[src/rtl/instr_sequencer.sv]
// Multi-cycle CPU control sequencer: fetch with ROM handshake/timeout, decode, execute, write-back, halt.
// Optional SEQ_SINGLE_STEP_EN: return to IDLE after every instruction instead of fetching the next one.
module instr_sequencer #(
  parameter int unsigned PC_WIDTH = 3,
  parameter int unsigned MAX_WAIT = 7
) (
  input  logic                clk,
  input  logic                reset,
  input  logic                start,
  input  logic [2:0]          opcode,
  input  logic [PC_WIDTH-1:0] branch_target,
  input  logic                zero_flag,
  input  logic                rom_ready,
  output logic [PC_WIDTH-1:0] pc,
  output logic                rom_read_enable,
  output logic                ir_load,
  output logic                alu_enable,
  output logic                reg_write,
  output logic [2:0]          state,
  output logic                halted,
  output logic                timeout_err
);

  localparam int unsigned CNT_W = 4;

  localparam logic [2:0] OP_NOP = 3'b000;
  localparam logic [2:0] OP_ALU = 3'b001;
  localparam logic [2:0] OP_LDI = 3'b010;
  localparam logic [2:0] OP_JMP = 3'b011;
  localparam logic [2:0] OP_BZ  = 3'b100;
  localparam logic [2:0] OP_HLT = 3'b111;

  typedef enum logic [2:0] {
    S_IDLE      = 3'd0,
    S_FETCH     = 3'd1,
    S_WAIT      = 3'd2,
    S_DECODE    = 3'd3,
    S_EXECUTE   = 3'd4,
    S_WRITEBACK = 3'd5,
    S_HALT      = 3'd6
  } state_t;

`ifdef SEQ_SINGLE_STEP_EN
  localparam state_t S_AFTER = S_IDLE;
`else
  localparam state_t S_AFTER = S_FETCH;
`endif

  state_t              state_q, state_d;
  logic [PC_WIDTH-1:0] pc_q, pc_d, pc_inc;
  logic [CNT_W-1:0]    cnt_q, cnt_d;
  logic [2:0]          op_q, op_d;
  logic                tmo_q, tmo_d;

  assign pc_inc      = pc_q + PC_WIDTH'(1);
  assign pc          = pc_q;
  assign state       = state_q;
  assign timeout_err = tmo_q;

  // State and datapath-control registers
  always_ff @(posedge clk or posedge reset) begin
    if (reset) begin
      state_q <= S_IDLE;
      pc_q    <= '0;
      cnt_q   <= '0;
      op_q    <= OP_NOP;
      tmo_q   <= 1'b0;
    end else begin
      state_q <= state_d;
      pc_q    <= pc_d;
      cnt_q   <= cnt_d;
      op_q    <= op_d;
      tmo_q   <= tmo_d;
    end
  end

  // Next-state, PC update and strobe decode
  always_comb begin
    state_d         = state_q;
    pc_d            = pc_q;
    cnt_d           = cnt_q;
    op_d            = op_q;
    tmo_d           = tmo_q;
    rom_read_enable = 1'b0;
    ir_load         = 1'b0;
    alu_enable      = 1'b0;
    reg_write       = 1'b0;
    halted          = 1'b0;

    case (state_q)
      S_IDLE: begin
        if (start) state_d = S_FETCH;
      end
      S_FETCH: begin
        rom_read_enable = 1'b1;
        if (rom_ready) begin
          ir_load = 1'b1;
          cnt_d   = '0;
          state_d = S_DECODE;
        end else begin
          cnt_d   = CNT_W'(1);
          state_d = S_WAIT;
        end
      end
      S_WAIT: begin
        rom_read_enable = 1'b1;
        if (rom_ready) begin
          ir_load = 1'b1;
          cnt_d   = '0;
          state_d = S_DECODE;
        end else if (cnt_q == CNT_W'(MAX_WAIT)) begin
          tmo_d   = 1'b1;
          state_d = S_HALT;
        end else begin
          cnt_d = cnt_q + CNT_W'(1);
        end
      end
      S_DECODE: begin
        op_d    = opcode;
        state_d = S_EXECUTE;
      end
      S_EXECUTE: begin
        alu_enable = (op_q == OP_ALU);
        case (op_q)
          OP_ALU, OP_LDI: begin
            pc_d    = pc_inc;
            state_d = S_WRITEBACK;
          end
          OP_JMP: begin
            pc_d    = branch_target;
            state_d = S_AFTER;
          end
          OP_BZ: begin
            pc_d    = zero_flag ? branch_target : pc_inc;
            state_d = S_AFTER;
          end
          OP_HLT: begin
            state_d = S_HALT;
          end
          default: begin
            pc_d    = pc_inc;
            state_d = S_AFTER;
          end
        endcase
      end
      S_WRITEBACK: begin
        reg_write = 1'b1;
        state_d   = S_AFTER;
      end
      S_HALT: begin
        halted = 1'b1;
      end
      default: begin
        state_d = S_HALT;
      end
    endcase
  end

endmodule

[config.mk]
export PLATFORM = sky130hd
export DESIGN_NAME = instr_sequencer
export DESIGN_NICKNAME = d
export VERILOG_FILES = /design/src/rtl/instr_sequencer.sv
export SDC_FILE = /design/constraint.sdc
export NUM_CORES = 1
export LEC_CHECK = 0
export ABC_CLOCK_PERIOD_IN_PS = 3950
export CAP_MARGIN = 15
export CELL_PAD_IN_SITES_DETAIL_PLACEMENT = 1
export CELL_PAD_IN_SITES_GLOBAL_PLACEMENT = 1
export CORE_MARGIN = 4
export CORE_UTILIZATION = 25
export DETAILED_ROUTE_END_ITERATION = 12
export PLACE_DENSITY_LB_ADDON = 0.1
export SETUP_SLACK_MARGIN = 0.5
export SLEW_MARGIN = 30
export SYNTH_ARGS = -nofsm -noshare
export SYNTH_HDL_FRONTEND = slang
export SYNTH_SLANG_ARGS = --single-unit
[constraint.sdc]
create_clock -name clk -period 3.95 [get_ports clk]
set_input_delay 0.79 -clock clk [delete_from_list [all_inputs] [get_ports clk]]
set_output_delay 0.79 -clock clk [all_outputs]
set_load 0.02 [all_outputs]
Yosys cells after proc, flatten, opt, wreduce, memory -nomap -nowiden
Cells that the tools add are included.
{"block": "word_totals", "memories": 0, "in_bits": 11, "latch_bits": 0, "out_inout_bits": 12, "regBits": 14, "rom_bits": 0, "ram_bits": 0, "word_cells": 51}
{"block": "classes", "n_shift": 0, "muxes": 18, "order_cmp": 0, "n_addsub": 2, "n_div": 0, "n_eq_ne": 15, "mul": 0, "reduce_logical": 8, "bitwise_logic": 3}
{"op": "one-hot mux 3 bit (7 select lines)", "count": 1}
{"op": "equality test 3 bit (second input constant)", "count": 5}
{"op": "equality test 3 x 2 -> 1 bit (second input constant)", "count": 4}
{"op": "2-to-1 mux 3 bit", "count": 4}
{"op": "one-hot mux 3 bit (3 select lines)", "count": 1}
{"op": "2-to-1 mux 1 bit", "count": 8}
{"op": "2-to-1 mux 4 bit", "count": 2}
{"op": "one-hot mux 4 bit (2 select lines)", "count": 1}
{"op": "equality test 3 x 1 -> 1 bit (second input constant)", "count": 2}
{"op": "inequality test 3 bit (second input constant)", "count": 2}
{"op": "one-hot mux 3 bit (2 select lines)", "count": 1}
{"op": "AND reduction 3 bit", "count": 2}
{"op": "adder 4 x 1 -> 4 bit (second input constant)", "count": 1}
{"op": "equality test 4 x 3 -> 1 bit (second input constant)", "count": 1}
{"op": "AND reduction 2 bit", "count": 2}
{"op": "OR reduction 2 bit", "count": 2}
{"op": "adder 3 x 1 -> 3 bit (second input constant)", "count": 1}
{"op": "logical NOT 3 bit", "count": 1}
{"op": "inverter 1 bit", "count": 3}
{"op": "inequality test 2 bit (second input constant)", "count": 1}
{"op": "nonzero test 2 bit", "count": 1}

Logic depth before layout (Yosys ltp)
Gate-level depths: netlist of run 1.
{"block": "logic_depth", "ltp_word": 4, "ltp_mapped": 5, "mapped_depth_nobuf": 5}

Worst setup path before layout of run 1
OpenSTA, ideal clock, no wires.
{"block": "synth_timing", "path_type": "register -> output", "start": "register state_q[0], in the netlist state[0]", "end": "output port alu_enable", "n_path_buf": 0, "t_arrival_ps": 1451, "path_stages_with_launch": 3, "required_ps": 3160, "slack_ps": 1709, "path_cell_list": "dfrtp_1 nor3b_1 nor4bb_1"}
{"block": "synth_between", "elab_chain_cells": 2}
{"item": "from (decl)", "line_no": "49", "text": "state_t state_q, state_d;"}
{"item": "from (signal assigned)", "line_no": "69", "text": "state_q <= state_d;"}
{"item": "equality test 3 bit", "line_no": "90", "text": "case (state_q)"}
{"item": "2-to-1 mux 1 bit", "line_no": "90"}
{"item": "to (decl)", "line_no": "17", "text": "output logic alu_enable,"}
Every way passes these cells.

Final worst setup path of run 1
{"block": "layout_timing", "start": "input port rom_ready", "end": "output port ir_load"}
{"block": "layout_between", "elab_chain_cells": 2}
{"item": "from (decl)", "line_no": "13", "text": "input logic rom_ready,"}
{"item": "2-to-1 mux 1 bit", "line_no": "96, 107"}
{"item": "2-to-1 mux 1 bit"}
{"item": "to (decl)", "line_no": "16", "text": "output logic ir_load,"}
Every way passes these cells.

==> flow_summary_export.csv, run 1 <==
group,metric,value,unit
outcome,outcome,"complete, no violations",
timing,timing.setup.tns,0,ns
synth,synth_edf_count,0,
synth,synthesis.nets,97,
placement,placed_cells,146,
synth,synthCells,84,
worst_setup_path,crit_path_top_delay_cell,"clkdlybuf4s50_1",
synth,synth_area,841,um^2
timing,fmax,334,MHz
min_path,hold_depth,1,
synth,yosysSeqAreaShare,0.417,
worst_setup_path,cpMostUsedCell,"clkdlybuf4s50_1",
clock_tree,postCtsSetupBuffers,0,
clock_tree,holdBufCountCts,0,
clock_tree,clk_path_buf_depth,2,
clock_tree,numCtsBuffers,3,
power_and_ir_drop,p_clk_frac,0.133,
worst_setup_path,path_cells,"clkdlybuf4s50_1, and2_1, clkdlybuf4s50_1",
synth,yosysWarnings,0,
global_routing,grt-ovfl-total,0,
clock_tree,cts_tree,"yes",
worst_setup_path,worstPathArrival,2.21,ns
power_and_ir_drop,p_leak,0.457,nW
worst_setup_path,timing.rr.start,"state[0]$_DFFE_PP0P_",
clock_tree,clk_pin_slew,0.10,ns
layout,stdcell_count,150,
power_and_ir_drop,max-vdd-ir-drop,0.261,mV
clock_tree,post_cts_resized,0,
min_path,hold_path_class,"reg2reg",
drt,drc,0,
layout,fin_area,1130,um^2
timing,setup_viol,0,
synth,ys.flop_type,"dfrtp_1",
timing,rsz0062_at_grt,"no",
timing,period_share,0.759,
layout,fillerInstances,367,
layout,nNetsFinal,120,
placement,port_buffers,22,
worst_setup_path,end_kind,"output port",
layout,layout-drive-gt1-share,0.123,
floorplan,dieArea,4360,um^2
worst_setup_path,rrSetupSlack,2.30,ns
worst_setup_path,worstSetupPathType,"in2out",
synth,syn_area_per_cell,10.0,um^2
layout,final_cell_mix,"22 x clkdlybuf4s50_1, 14 x dfrtp_1, 7 x nand2_1, 5 x o21ai_0, 5 x a21oi_1",
worst_setup_path,reg2reg_to,"pc[0]$_DFFE_PP0P_",
global_routing,grt_usage,0.108,
clock_tree,clkLatencyLatePin,0.28,ns
worst_setup_path,reg2reg_depth,3,
layout,multi_input_area,457,um^2
global_routing,grt_pass1_vias,763,
power_and_ir_drop,powerDensity,734,nW/um^2
clock_tree,clock-sinks,14,
worst_setup_path,crit_fanout,9,
floorplan,die_w,66.0,um
timing,finalHoldViolations,0,
floorplan,start_util,0.269,
power_and_ir_drop,seqPwrFrac,0.357,
timing,skew,0.00373,ns
drt,final_antenna_net_count,0,
floorplan,num_rows,20,
layout,area_growth,33.9,%
power_and_ir_drop,p_comb_frac,0.510,
layout,layout_commonest_cell,"clkdlybuf4s50_1",
power_and_ir_drop,switchingPower,0.000351,W
placement,place_hpwl,1540,um
timing,relSlewSlack,0.607,
timing,worstMarginPinSlew,0.589,ns
timing,fin_ws,0.953,ns
drt,vias_per_cell,4.81,
floorplan,io_pins,23,
drt,vias,722,
clock_tree,htree_levels,1,
synth,ys_types,35,
layout,ff_latch_area,350,um^2
layout,antenna_cells,0,
worst_setup_path,cp-start-kind,"input port",
synth,synth-seq-cells,14,
floorplan,die_y,66.0,um
global_routing,grt_antenna_before_repair,0,
worst_setup_path,cp.required,3.16,ns
drt,drt_iter0_drc,55,
global_routing,grt_pass1_wl,3630,um
placement,place_area,1090,um^2
timing,min_period,3.00,ns
min_path,min_to,"cnt_q[3]$_DFFE_PP0P_",
min_path,min_from,"cnt_q[3]$_DFFE_PP0P_",
power_and_ir_drop,p_int,0.000475,W
floorplan,coreArea,3130,um^2
drt,drt-total-wl,2080,um
placement,pre_cts_slack,0.954,ns
drt,first_pass_iters,4,
global_routing,grt_max_degree,16,
synth,async_flop_share,1.00,
worst_setup_path,critical-path-max-stage-delay,0.64,ns
placement,globalplace.congestion,0.698,
drt,post_drt_wl_per_cell,13.8,um
job,max_cap_violations,0,
timing,slew_viol_final,0,
clock_tree,cts-root-buf,"clkbuf_4",
power_and_ir_drop,switching_share,0.425,
how the worst max path moves through the flow:
stage                               from    endpoint  slack, ns  cells after the start
floorplan           state[0]$_DFFE_PP0P_  alu_enable       1.71                      2
global placement               rom_ready     ir_load       0.98                      3
detailed placement             rom_ready     ir_load       0.95                      3
CTS                 state[0]$_DFFE_PP0P_     ir_load       0.91                      4
global route        state[2]$_DFFE_PP0P_  alu_enable       0.84                      3
finish                         rom_ready     ir_load       0.95                      3
per-layer routing:
metal,track usage,up-vias,share of wire
met1,0.140,358,0.48
met3,0.0255,2,0.031
met4,0.0381,0,0.0048
li1,-,349,-
met5,0,-,0
met2,0.175,13,0.49
power groups by stage:
stage	Sequential [W]	Clock [W]	Combinational, W
6_report	0.000295	0.000110	0.000421
5_1_grt	0.000310	0.000121	0.000459
4_1_cts	0.000295	0.000115	0.000432
3_5_place_dp	0.000298	0	0.000431
3_3_place_gp	0.000294	0	0.000422
2_1_floorplan	0.000287	0	0.000280
worst max-delay path: cells and delay by family:
family                 cells  cell delay [ns]
buffers and inverters      2             1.24
AND/OR/NAND/NOR            1             0.18
layout make-up:
type,instances,area share
clock buffers,4,0.0322
flip-flops and latches,14,0.311
repair buffers,22,0.196
multi-input cells,64,0.406
inverters,2,0.00667
well taps,44,0.0489
cell usage after synthesis (2+ instances only):
library cell | instances | area (um^2)
a21oi_1 | 5 | 25.0
and3b_2 | 2 | 20.0
buf_2 | 3 | 15.0
dfrtp_1 | 14 | 350
ha_1 | 2 | 25.0
inv_1 | 2 | 7.51
mux2_2 | 4 | 45.0
mux2i_1 | 2 | 20.0
nand2_1 | 7 | 26.3
nand3b_1 | 3 | 22.5
nor2_1 | 3 | 11.3
nor2b_1 | 2 | 12.5
nor3_1 | 2 | 10.0
nor3b_1 | 4 | 30.0
o21ai_0 | 5 | 25.0
o21ai_1 | 2 | 10.0
o31ai_1 | 4 | 30.0
sequential cells by signal, indices dropped and copies added, names as in the netlist:
name and flops:
state 3, pc 3, op_q 3, timeout_err 1
cnt_q 4
metrics by stage:
step           utilization  total power, W  hold WS, ns
6_report             0.360        0.000826        0.475
5_1_grt              0.360        0.000890        0.506
4_1_cts              0.360        0.000842        0.481
3_5_place_dp         0.348        0.000729        0.467
2_1_floorplan            -        0.000567        0.442
3_3_place_gp         0.348        0.000716        0.454
kinds of logic after synthesis:
group	Yosys count	share of synthesized area
and+or+nand+nor	32	0.247
AOI/OAI and AO/OA	23	0.179
DFF	14	0.417
buffers and inverters	6	0.0402
muxes	6	0.0774
adders and majority gates	2	0.0298
xor gates and xnor gates	1	0.0104
No activity file was read; power rests on OpenSTA's default activity.
==> inputs of run 2 (changes only) <==
- ABC_CLOCK_PERIOD_IN_PS: 3950 -> 2600
- clock period: 3.95 -> 2.6 ns (I/O delays scaled with it)
==> run 2 against run 1 <==
Critical path depth grew 3. Global-route usage up 0.71 points. Sequential power up 34%. Combinational power is 76% higher. Setup slack worse by 0.36 ns. Register-to-register slack worse by 1.3 ns. Via count is 5.4% higher. Sequential share of layout area shrank 0.96 points. First-iteration DRC count decreased by 16%. Design area is 3.6% higher.
==> flow_summary_export.csv, run 2 (synthesis results as in run 1) <==
group,metric,value,unit
worst_setup_path,reg2reg_depth,4,
floorplan,die_w,66.0,um
floorplan,start_util,0.269,
drt,drt-total-wl,2150,um
placement,pre_cts_slack,0.364,ns
layout,layout-drive-gt1-share,0.223,
timing,skew,0.0118,ns
clock_tree,numCtsBuffers,3,
timing,setup_viol,0,
worst_setup_path,path_cells,"buf_4, a21oi_1, o21ai_1, inv_1, and2_1, buf_2",
layout,largest_register_ffs,4,
placement,place_hpwl,1640,um
worst_setup_path,crit_buf_inv,3,
worst_setup_path,worstPathArrival,1.48,ns
placement,globalplace.congestion,0.713,
drt,final_antenna_net_count,0,
drt,top_layer,"met4",
drt,drt_iter0_drc,46,
drt,vias,761,
clock_tree,cts-root-buf,"clkbuf_4",
clock_tree,cts_tree,"yes",
worst_setup_path,crit_path_end,"ir_load",
layout,area_growth,38.7,%
layout,final_cell_mix,"17 x clkdlybuf4s50_1, 13 x dfrtp_1, 7 x nand2_1, 6 x buf_4",
timing,rsz0062_at_grt,"no",
timing,timing.setup.tns,0,ns
layout,antenna_cells,0,
timing,slew_viol_final,0,
worst_setup_path,cp.depth,6,
worst_setup_path,cp.required,2.08,ns
worst_setup_path,crit_family,"flip-flops",
layout,layout_commonest_cell,"clkdlybuf4s50_1",
global_routing,grt_antenna_before_repair,0,
worst_setup_path,crit_path_top_delay_cell,"dfrtp_2",
power_and_ir_drop,max-vdd-ir-drop,0.355,mV
outcome,outcome,"complete, no violations",
global_routing,grt_pass1_wl,3840,um
global_routing,grt_max_degree,15,
global_routing,grt-ovfl-total,0,
clock_tree,holdBufCountCts,0,
worst_setup_path,crit_fanout,7,
drt,drt-met1-wl,948,um
drt,first_pass_iters,4,
worst_setup_path,cp-start-kind,"flop",
floorplan,num_rows,20,
timing,fmax,499,MHz
drt,vias_per_cell,4.88,
worst_setup_path,rrSetupSlack,0.99,ns
clock_tree,clk_pin_slew,0.10,ns
timing,relSlewSlack,0.615,
job,max_cap_violations,0,
floorplan,io_pins,23,
power_and_ir_drop,powerDensity,1120,nW/um^2
floorplan,coreArea,3130,um^2
timing,min_period,2.00,ns
global_routing,grt_usage,0.115,
worst_setup_path,reg2reg_to,"cnt_q[3]$_DFFE_PP0P_",
timing,worstMarginPinSlew,0.576,ns
worst_setup_path,critical-path-max-stage-delay,0.46,ns
clock_tree,htree_levels,1,
floorplan,die_y,66.0,um
drt,wl_met2,1110,um
placement,port_buffers,22,
worst_setup_path,end_kind,"output port",
floorplan,dieArea,4360,um^2
layout,regMostFlops,"cnt_q",
worst_setup_path,timing.rr.start,"state[0]$_DFFE_PP0P_",
worst_setup_path,crit_start,"state[0]$_DFFE_PP0P_",
timing,period_share,0.771,
clock_tree,clock-sinks,14,
timing,finalHoldViolations,0,
drt,post_drt_wl_per_cell,13.8,um
global_routing,grt_pass1_vias,822,
worst_setup_path,worstSetupPathType,"reg2out",
timing,fin_ws,0.597,ns
power_and_ir_drop,p_leak,0.499,nW
clock_tree,clk_path_buf_depth,2,
layout,nNetsFinal,126,
clock_tree,clkLatencyLatePin,0.29,ns
drt,drc,0,
min_path,hold_path_class,"reg2reg",
drt,dr_wl_met3,77,um
[run 2: changes by cell type in the layout (fill, tap and decap cells not counted), sizes merged]
cell	before	now
buf	0	7
clkbuf	4	6
clkdlybuf4s50	22	17
dlygate4sd2	0	2
[run 2: area by class of cell]
class	instances	area, um^2
fillers	372	1960
multi-input cells	64	468
flip-flops and latches	14	352
repair buffers	28	248
well taps	44	55.1
clock buffers	4	36.3
inverters	2	7.51
[run 2: worst min path at each step]
stage | to | cells after the start | start
4_1_cts | cnt_q[3]$_DFFE_PP0P_ | 1 | cnt_q[3]$_DFFE_PP0P_
3_5_place_dp | cnt_q[3]$_DFFE_PP0P_ | 1 | cnt_q[3]$_DFFE_PP0P_
5_1_grt | cnt_q[3]$_DFFE_PP0P_ | 1 | cnt_q[3]$_DFFE_PP0P_
6_report | cnt_q[3]$_DFFE_PP0P_ | 1 | cnt_q[3]$_DFFE_PP0P_
2_1_floorplan | cnt_q[0]$_DFFE_PP0P_ | 1 | reset
3_3_place_gp | cnt_q[3]$_DFFE_PP0P_ | 1 | cnt_q[3]$_DFFE_PP0P_
[run 2: what timing repair did]
action | in CTS | in global routing
gates resized for setup | 10 | 6
buffers inserted | 1 | 0
endpoints found under the setup margin | 5 | 2
[run 2: power breakdown]
part | switching, W | total, W | internal (W)
Clock | 0.0000807 | 0.000166 | 0.0000852
Combinational | 0.000374 | 0.000743 | 0.000369
Sequential | 0.0000911 | 0.000395 | 0.000303
Total | 0.000546 | 0.00130 | 0.000757
[run 2: metal layers]
metal	track usage	vias up
li1	-	368
met4	0.0152	0
met1	0.137	378
met3	0.0374	2
met2	0.207	13
met5	0	-
[run 2: stage by stage]
stage / cells / hold WS (ns) / util / total power, W / area (um^2)
after floorplan: 84 / 0.409 / - / 0.000861 / 841
after global placement: 151 / 0.456 / 0.360 / 0.00114 / 1130
after detailed placement: 151 / 0.463 / 0.360 / 0.00116 / 1130
after CTS: 156 / 0.477 / 0.373 / 0.00133 / 1170
after global routing: 156 / 0.486 / 0.373 / 0.00142 / 1170
final: 156 / 0.475 / 0.373 / 0.00130 / 1170
[run 2: worst reg2reg max path: stages (launching register included)]
cell and delay (ns):
dfrtp_2 0.46, buf_4 0.17, or4b_4 0.55, or2_0 0.23, mux2i_1 0.13
==> inputs of run 3 (changes only) <==
- ABC_CLOCK_PERIOD_IN_PS: 2600 -> 1900
- clock period: 2.6 -> 1.9 ns (I/O delays scaled with it)
==> run 3 against run 2 <==
Die area unchanged. Register-to-register slack got worse by 0.85 ns. Via count increased by 15%. Sequential power increased by 39%. Worst hold slack got worse by 0.037 ns. Final cell count increased by 15%. Clock skew increased by 0.0021 ns. Largest power group unchanged. Largest cell class unchanged. Critical endpoint unchanged. Wire length increased by 24%. Design area increased by 35%. Critical path type unchanged. Global-route usage increased by 0.94 points. First-iteration DRC count decreased by 65%.
==> flow_summary_export.csv, run 3 (synthesis results as in run 1) <==
group,metric,value,unit
worst_setup_path,reg2reg_depth,6,
floorplan,coreArea,3130,um^2
floorplan,dieArea,4360,um^2
floorplan,num_rows,20,
clock_tree,holdBufCountCts,0,
power_and_ir_drop,total_power,0.00256,W
drt,vias_per_cell,4.86,
placement,placed_cells,161,
clock_tree,clock-sinks,14,
layout,area_growth,86.6,%
layout,fin_area,1570,um^2
worst_setup_path,reg2reg_to,"cnt_q[3]$_DFFE_PP0P_",
global_routing,grt_usage,0.125,
timing,relSlewSlack,0.628,
floorplan,start_util,0.269,
drt,first_pass_iters,2,
worst_setup_path,crit_path_end,"ir_load",
timing,hold-worst-slack,0.438,ns
clock_tree,clk_path_buf_depth,2,
global_routing,grt_pass1_vias,922,
drt,drc,0,
timing,rsz0062_at_grt,"yes",
global_routing,grt-ovfl-total,0,
outcome,outcome,"complete, no violations",
power_and_ir_drop,powerDensity,1630,nW/um^2
worst_setup_path,path_cells,"buf_6, buf_12, o21ai_4, inv_2, and2_4, buf_6",
min_path,hold_path_class,"in2async",
drt,final_antenna_net_count,0,
worst_setup_path,end_kind,"output port",
timing,slew_viol_final,0,
layout,stdcell_count,180,
layout,regMostFlops,"cnt_q",
floorplan,die_w,66.0,um
clock_tree,htree_levels,1,
timing,fmax,563,MHz
drt,vias,874,
worst_setup_path,rrSetupSlack,0.14,ns
worst_setup_path,crit_fanout,5,
clock_tree,numCtsBuffers,3,
clock_tree,cts-root-buf,"clkbuf_4",
drt,drt_iter0_drc,16,
clock_tree,clkLatencyLatePin,0.28,ns
clock_tree,clk_pin_slew,0.09,ns
worst_setup_path,cp-start-kind,"flop",
layout,antenna_cells,0,
worst_setup_path,cp.required,1.52,ns
timing,skew,0.0139,ns
layout,layout_commonest_cell,"buf_4",
floorplan,die_y,66.0,um
worst_setup_path,worstSetupPathType,"reg2out",
layout,final_cell_mix,"19 x buf_4, 18 x buf_6, 10 x dfrtp_1, 9 x clkdlybuf4s50_1, 6 x nand2_1",
layout,fin_util,0.502,
power_and_ir_drop,p_leak,0.686,nW
worst_setup_path,cpMostUsedCell,"buf_6",
timing,min_period,1.78,ns
worst_setup_path,crit_path_top_delay_cell,"dfrtp_2",
layout,largest_register_ffs,4,
drt,post_drt_wl_per_cell,14.8,um
layout,nNetsFinal,150,
timing,setup_viol,0,
drt,drt-total-wl,2670,um
worst_setup_path,crit_start,"state[0]$_DFFE_PP0P_",
timing,period_share,0.934,
timing,finalHoldViolations,0,
worst_setup_path,critical-path-max-stage-delay,0.43,ns
global_routing,grt_antenna_before_repair,0,
placement,place_area,1260,um^2
worst_setup_path,timing.rr.start,"state[0]$_DFFE_PP0P_",
global_routing,grt_max_degree,15,
floorplan,io_pins,23,
layout,layout-drive-gt1-share,0.596,
worst_setup_path,worstPathArrival,1.40,ns
clock_tree,cts_tree,"yes",
global_routing,grt_pass1_wl,4100,um
placement,place_hpwl,1720,um
timing,worstMarginPinSlew,0.557,ns
job,max_cap_violations,0,
power_and_ir_drop,max-vdd-ir-drop,0.720,mV
placement,port_buffers,22,
placement,globalplace.congestion,0.672,
==> run 3: cell count changes in the layout (fill, tap and decap cells not counted), moves of 3 or more <==
cell             change
buf_6               +18
o31ai_2              +3
buf_4               +13
dfrtp_2              +3
mux2_2               -4
o21ai_2              +3
mux2_4               +4
o21ai_0              -4
dfrtp_1              -3
clkdlybuf4s50_1      -8
o31ai_1              -3
==> run 3: where the power goes <==
group          switching (W)  total, W  internal (W)
logic               0.000806   0.00183       0.00102
clock network      0.0000985  0.000180     0.0000814
registers           0.000127  0.000549      0.000422
==> run 3: how the worst min path moves through the flow <==
stage	from	to	slack, ns	cells past startpoint
after floorplan	reset	cnt_q[0]$_DFFE_PP0P_	0.27	1
after global placement	cnt_q[3]$_DFFE_PP0P_	cnt_q[3]$_DFFE_PP0P_	0.46	1
after global routing	reset	pc[2]$_DFFE_PP0P_	0.47	2
after detailed placement	timeout_err$_DFFE_PP0P_	timeout_err$_DFFE_PP0P_	0.47	1
final	reset	op_q[2]$_DFFE_PP0P_	0.44	2
after CTS	reset	pc[2]$_DFFE_PP0P_	0.45	2
==> run 3: worst max-delay path, delay by kind of cell (launching register included) <==
kind,cells,cell delay (ns)
DFF,1,0.43
buffers and inverters,4,0.43
and+or+nand+nor,1,0.13
AOI/OAI and AO/OA,1,0.13
==> run 3: through the flow <==
step	setup slack (ns)	TNS, ns
3_5_place_dp	-0.111	-0.382
5_1_grt	0.0473	0
4_1_cts	0.0894	0
2_1_floorplan	0.381	0
3_3_place_gp	-0.0992	-0.279
6_report	0.125	0
==> run 3: per-layer routing <==
metal  vias to the layer above  routed length [um]  GRT usage
met2                        22                1400      0.215
li1                        415                   -          -
met3                         6                 141     0.0340
met1                       431                1040      0.141
met4                         0                  85     0.0609
met5                         -                   0          0
==> run 3: final cells by class <==
class / instances / area, um^2
fillers: 347 / 1560
multi-input cells: 64 / 629
repair buffers: 52 / 495
flip-flops and latches: 14 / 355
well taps: 44 / 55.1
clock buffers: 4 / 26.3
inverters: 2 / 7.51
==> run 3: repair_timing <==
item	4_1_cts	5_1_grt
setup buffers	9	6
pin swaps	6	11
hold endpoints to repair	0	0
setup endpoints to repair	20	26
gates resized for setup	67	37
